`src/rtl/antisat_pkg.sv`:
```
// Shared types and defaults for the Anti-SAT key loader.
// State encoding and parameter defaults live here.
package antisat_pkg;

  typedef enum logic [1:0] {
    IDLE,
    SHIFT,
    CHECK,
    LOCKOUT
  } state_e;

  localparam int KEY_W_DEF    = 16;
  localparam int MAX_FAIL_DEF = 3;

endpackage

```
`src/rtl/antisat_key_loader.sv`:
```
// Serial key loader for an Anti-SAT locked c432: shifts in a key
// plus even parity, commits on pass, locks out after repeated fails.
module antisat_key_loader
  import antisat_pkg::*;
#(
  parameter int KEY_W    = KEY_W_DEF,
  parameter int MAX_FAIL = MAX_FAIL_DEF
) (
  input  logic             clk,
  input  logic             rst,
  input  logic             load_start,
  input  logic             key_bit_valid,
  input  logic             key_bit_in,
  output logic [KEY_W-1:0] keyinput,
  output logic             key_ready,
  output logic             busy,
  output logic             load_err,
  output logic             lockout
);

  localparam int CW = $clog2(KEY_W + 1);
  localparam int FW = $clog2(MAX_FAIL + 1);

  state_e           state_q, state_d;
  logic [CW-1:0]    cnt_q, cnt_d;
  logic [KEY_W-1:0] shadow_q, shadow_d;
  logic             par_q, par_d;
  logic [FW-1:0]    fail_q, fail_d;
  logic [KEY_W-1:0] key_q, key_d;
  logic             ready_q, ready_d;
  logic             busy_q, busy_d;
  logic             err_q, err_d;
  logic             lock_q, lock_d;

  always_comb begin
    state_d  = state_q;
    cnt_d    = cnt_q;
    shadow_d = shadow_q;
    par_d    = par_q;
    fail_d   = fail_q;
    key_d    = key_q;
    ready_d  = ready_q;
    err_d    = 1'b0;

    unique case (state_q)
      IDLE: begin
        if (load_start) begin
          state_d  = SHIFT;
          cnt_d    = '0;
          shadow_d = '0;
          par_d    = 1'b0;
        end
      end
      SHIFT: begin
        // A restart pulse beats any bit offered in the same cycle
        if (load_start) begin
          cnt_d    = '0;
          shadow_d = '0;
          par_d    = 1'b0;
        end else if (key_bit_valid) begin
          par_d = par_q ^ key_bit_in;
          if (cnt_q == CW'(KEY_W)) begin
            state_d = CHECK;
          end else begin
            shadow_d = shadow_q | (KEY_W'(key_bit_in) << cnt_q);
            cnt_d    = cnt_q + 1'b1;
          end
        end
      end
      CHECK: begin
        if (!par_q) begin
          key_d   = shadow_q;
          ready_d = 1'b1;
          fail_d  = '0;
          state_d = IDLE;
        end else begin
          err_d = 1'b1;
          if (int'(fail_q) < MAX_FAIL) begin
            fail_d = fail_q + 1'b1;
          end
          if (int'(fail_q) + 1 >= MAX_FAIL) begin
            state_d = LOCKOUT;
            key_d   = '0;
            ready_d = 1'b0;
          end else begin
            state_d = IDLE;
          end
        end
      end
      LOCKOUT: begin
        key_d   = '0;
        ready_d = 1'b0;
      end
      default: state_d = IDLE;
    endcase

    busy_d = (state_d == SHIFT) || (state_d == CHECK);
    lock_d = (state_d == LOCKOUT);
  end

  always_ff @(posedge clk) begin
    if (rst) begin
      state_q  <= IDLE;
      cnt_q    <= '0;
      shadow_q <= '0;
      par_q    <= 1'b0;
      fail_q   <= '0;
      key_q    <= '0;
      ready_q  <= 1'b0;
      busy_q   <= 1'b0;
      err_q    <= 1'b0;
      lock_q   <= 1'b0;
    end else begin
      state_q  <= state_d;
      cnt_q    <= cnt_d;
      shadow_q <= shadow_d;
      par_q    <= par_d;
      fail_q   <= fail_d;
      key_q    <= key_d;
      ready_q  <= ready_d;
      busy_q   <= busy_d;
      err_q    <= err_d;
      lock_q   <= lock_d;
    end
  end

  assign keyinput  = key_q;
  assign key_ready = ready_q;
  assign busy      = busy_q;
  assign load_err  = err_q;
  assign lockout   = lock_q;

endmodule
```
`config.mk`:
```
export PLATFORM = sky130hd
export DESIGN_NAME = antisat_key_loader
export DESIGN_NICKNAME = d
export VERILOG_FILES = /design/src/rtl/antisat_pkg.sv /design/src/rtl/antisat_key_loader.sv
export SDC_FILE = /design/constraint.sdc
export NUM_CORES = 1
export LEC_CHECK = 0
export BUFFER_PORTS_ARGS = -buffer_cell sky130_fd_sc_hd__buf_4
export CORE_UTILIZATION = 25
export DETAILED_ROUTE_END_ITERATION = 10
export PLACE_DENSITY = 0.48
export SYNTH_ARGS = -nofsm -noshare
export SYNTH_HDL_FRONTEND = slang
export SYNTH_SLANG_ARGS = --single-unit
```
`constraint.sdc`:
```
create_clock -name clk -period 3.43 [get_ports clk]
set_input_delay 0.1715 -clock clk [delete_from_list [all_inputs] [get_ports clk]]
set_output_delay 0.1715 -clock clk [all_outputs]
set_load 0.1 [all_outputs]
```
==> results.md <==
* Status: completed
* Crit path max fanout at 6
* Psw at between 0.2 and 0.25 mW
* # H-tree levels at 2
* I/O Buffers at 24
* Startpoint type of the worst setup path: flip-flop
* Chip height at about 87 um
* Cell with the most instances after synthesis: dfxtp_1
* Worst Setup SP: cnt_q[0]
* Min-delay src: key_bit_in
* Setup Fix Bufs, Post-CTS at 0
* Crit path required time at 3610 ps
* VDD IR max at 160.7 uV
* Hold crit path type: in -> reg
* Die width at roughly 87 um
* Pin count of the biggest net entering global routing at 28
* Fin util at between 30% and 40%
* Mux contribution to synthesized area at 0%
* Worst setup EP type: flip-flop
* Fillcell total at 732
* Crit path DAT at roughly 2100 ps
* Cts repair resizes at 0
* Bufs and invs on worst path at 1
* Commonest cells in the synthesized netlist: dfxtp_1 (46), nor2_1 (28), nand2_1 (20)
* Comb power frac at 4.3%
* Sequential area share after synthesis at 51.15%
* Number of diodes at 0
* Reg2reg start: cnt_q[0]
* Total core area at about 6900 um^2
* Global route overflow at 0
* Hold bufs inserted after CTS at 0
* Dpl hpwl at between 2000 and 3000 um
* Relative slew slack at between 50% and 60%
* Post-Syn Nets at between 200 and 250
* Slew Limit Fails at 0
* Drt drc at 0
* R2R cell count at 7
* Synthesized cell area at 1800 um^2
* Final Hold Vio Count at 0
* Synth Instances at between 150 and 200
* Adder-Cell Fraction of Synth Area at under 10%
* Antenna violations before repair at 0
* Row Count at 30
* RSZ-0062 raised after global routing: no
* Critical path type: reg -> reg
* Setup Skew at between 4 and 5 ps
* Total GRT Usage at 10.62%
* CTS Buffer Depth at 2
* Max incr delay on CP at around 430 ps
* Area share of and/or/nand/nor cells after synthesis at about 22%
* Min setup slack post-route at ~1600 ps
* Final period util at a little over half
* Min-Delay Path Depth at 3
* Most frequent CP cell: ha_1
* CTS tree: yes
* Final setup fails at 0
* Yosys reg bits at 46
* Asr flop ratio synth at 0%
* DRT Pass-1 Iters at 4
* Critical Path Stages at 7
* Number of buffers created by CTS at 5
* First-pass GRT wire length at roughly 6000 um
* Int Power at about 0.77 mW
* Routability cong. at about 0.74
* Die ar. at 7546 um^2
* Clock share of power at between 40% and 50%
* Root Buffer: clkbuf_8
* Clk pin slew, worst setup/hold paths at 80 ps
* Main combinational cell family by area after synthesis: simple AND/OR/NAND/NOR gates
* Pwr per Cell Area at 453.2 nW/um^2
* Slew @ Worst Pin at 748.0 ps
* # nets final at ~220
* DR vias/cell at approximately 4.4
* XOR/XNOR share of the synthesized area at approximately 2%
* Post-route minimum period at between 1500 and 2000 ps
* Synth cell types at 40
* Setup TNS at 0 ps
* DRT antenna net count at 0
* Area growth syn-to-layout at 20.29%
* Sw frac at 21.67%
* Cell family with most CP delay: simple AND/OR/NAND/NOR gates
* Vias in the first global route at 1233
* Number of flops mapped to enable cells by yosys at 0
* Drt wl/cell at around 12 um
* I/O pin total at 25
* Detailed-route via count at between 1k and 1.5k
* Share of cells above drive strength 1 at about 20%
* Skew-Pair Late Insertion Delay at approximately 290 ps
* Reg power frac at 55.3%
* Yosys warns at 0
* P_leak at roughly 0.78 nW
* Syn avg cell area at 9.281 um^2
* Routed WL at ~3700 um
* Initial DRC count at around 110
* Dominant synthesized flop cell: dfxtp_1
* Fmax at around 540 MHz
* Clock sinks at 46
* Post-synth top area cell: dfxtp_1
* Main area contributors after synthesis: dfxtp_1 (51%), a22oi_1 (6.7%), nor2_1 (5.8%)
* DP Worst Slack at 1565 ps
* Max-capacitance violation count at 0
* Crit-path cells: inv_1, ha_1, and4b_4, and3_4, o31ai_2, ha_1, nor2b_1
* Post-synthesis compound-gate area fraction at 18.21%
* Initial Utilization at 26.21%
* Critical path's slowest cell: dfxtp_1
* Synth top area share at roughly half
-- layer usage --
layer | part of all wire (%) | up-vias | GRT usage [%] | wire (um)
li1 | - | 710 | - | -
met1 | 47 | 626 | 14.30 | 1744
met2 | 47 | 24 | 16.11 | 1751
met3 | 4.5 | 6 | 2.654 | 167
met4 | 1.6 | 0 | 4.545 | 61
met5 | 0 | - | 0 | 0
-- worst register-to-register path: cells and delay by family, from the launching register on --
kind	cells	cell delay, ps
fa+ha+maj	2	460
flops	1	430
compound gates	1	230
buf+inv	1	100
simple gates	3	510
-- cell usage in the layout (no fill, tap or decap), types with 2 or more instances in the layout --
master and count:
a21oi_1 7, nor2b_1 6, buf_4 25, ha_1 4
o21ai_1 5, nor2_1 28, a22oi_1 16, xnor2_1 4
nand3b_1 2, nand2_1 20, inv_1 4, nand3_1 7
clkbuf_8 5, o21ai_0 8, a21o_1 2, dfxtp_1 46
nor3_1 4
-- area by class of cell --
class | count | area (um^2) | area share [%]
clock buffers | 6 | 72.57 | 3.351
clock inverters | 2 | 37.54 | 1.733
inverters | 5 | 18.77 | 0.8666
multi-input cells | 132 | 808.3 | 37.32
flip-flops and latches | 46 | 920.9 | 42.52
well taps | 96 | 120.1 | 5.546
repair buffers | 25 | 187.7 | 8.666
-- registers in the layout, indices dropped and copies added, names as in the netlist, named ones only --
name       count
keyinput      16
shadow_q      16
cnt_q          5
fail_q         2
busy           1
key_ready      1
load_err       1
lockout        1
par_q          1
state_q        1
-- cell families after synthesis --
family / Yosys count
DFF: 46
adders and majority gates: 4
buffers and inverters: 16
and+or+nand+nor: 78
xor gates and xnor gates: 4
AOI/OAI and AO/OA: 46
-- power groups by stage --
| stage | clock (mW) | sequential, mW | combinational (mW) |
|---|---|---|---|
| after floorplan | 0 | 0.558 | 0.0279 |
| after global placement | 0 | 0.555 | 0.0438 |
| after detailed placement | 0 | 0.555 | 0.0431 |
| after CTS | 0.417 | 0.543 | 0.0432 |
| after global routing | 0.436 | 0.544 | 0.0474 |
| final | 0.396 | 0.543 | 0.0426 |
-- final timing paths --
path	end	slack, ps
max	busy	1570
min	shadow_q[4]	220
max reg2reg	busy	1570
min reg2reg	shadow_q[4]	450
-- through the flow --
stage	total power [mW]	cells	hold slack, ps	cell area, um^2
3_5_place_dp	0.5984	304	442.6	2056
2_1_floorplan	0.5855	194	336.5	1800
6_report	0.9814	312	216.4	2166
4_1_cts	1.003	312	206.4	2166
3_3_place_gp	0.5993	304	437.6	2056
5_1_grt	1.027	312	224.2	2166
Note: power is estimated with default switching activity, not from simulation.
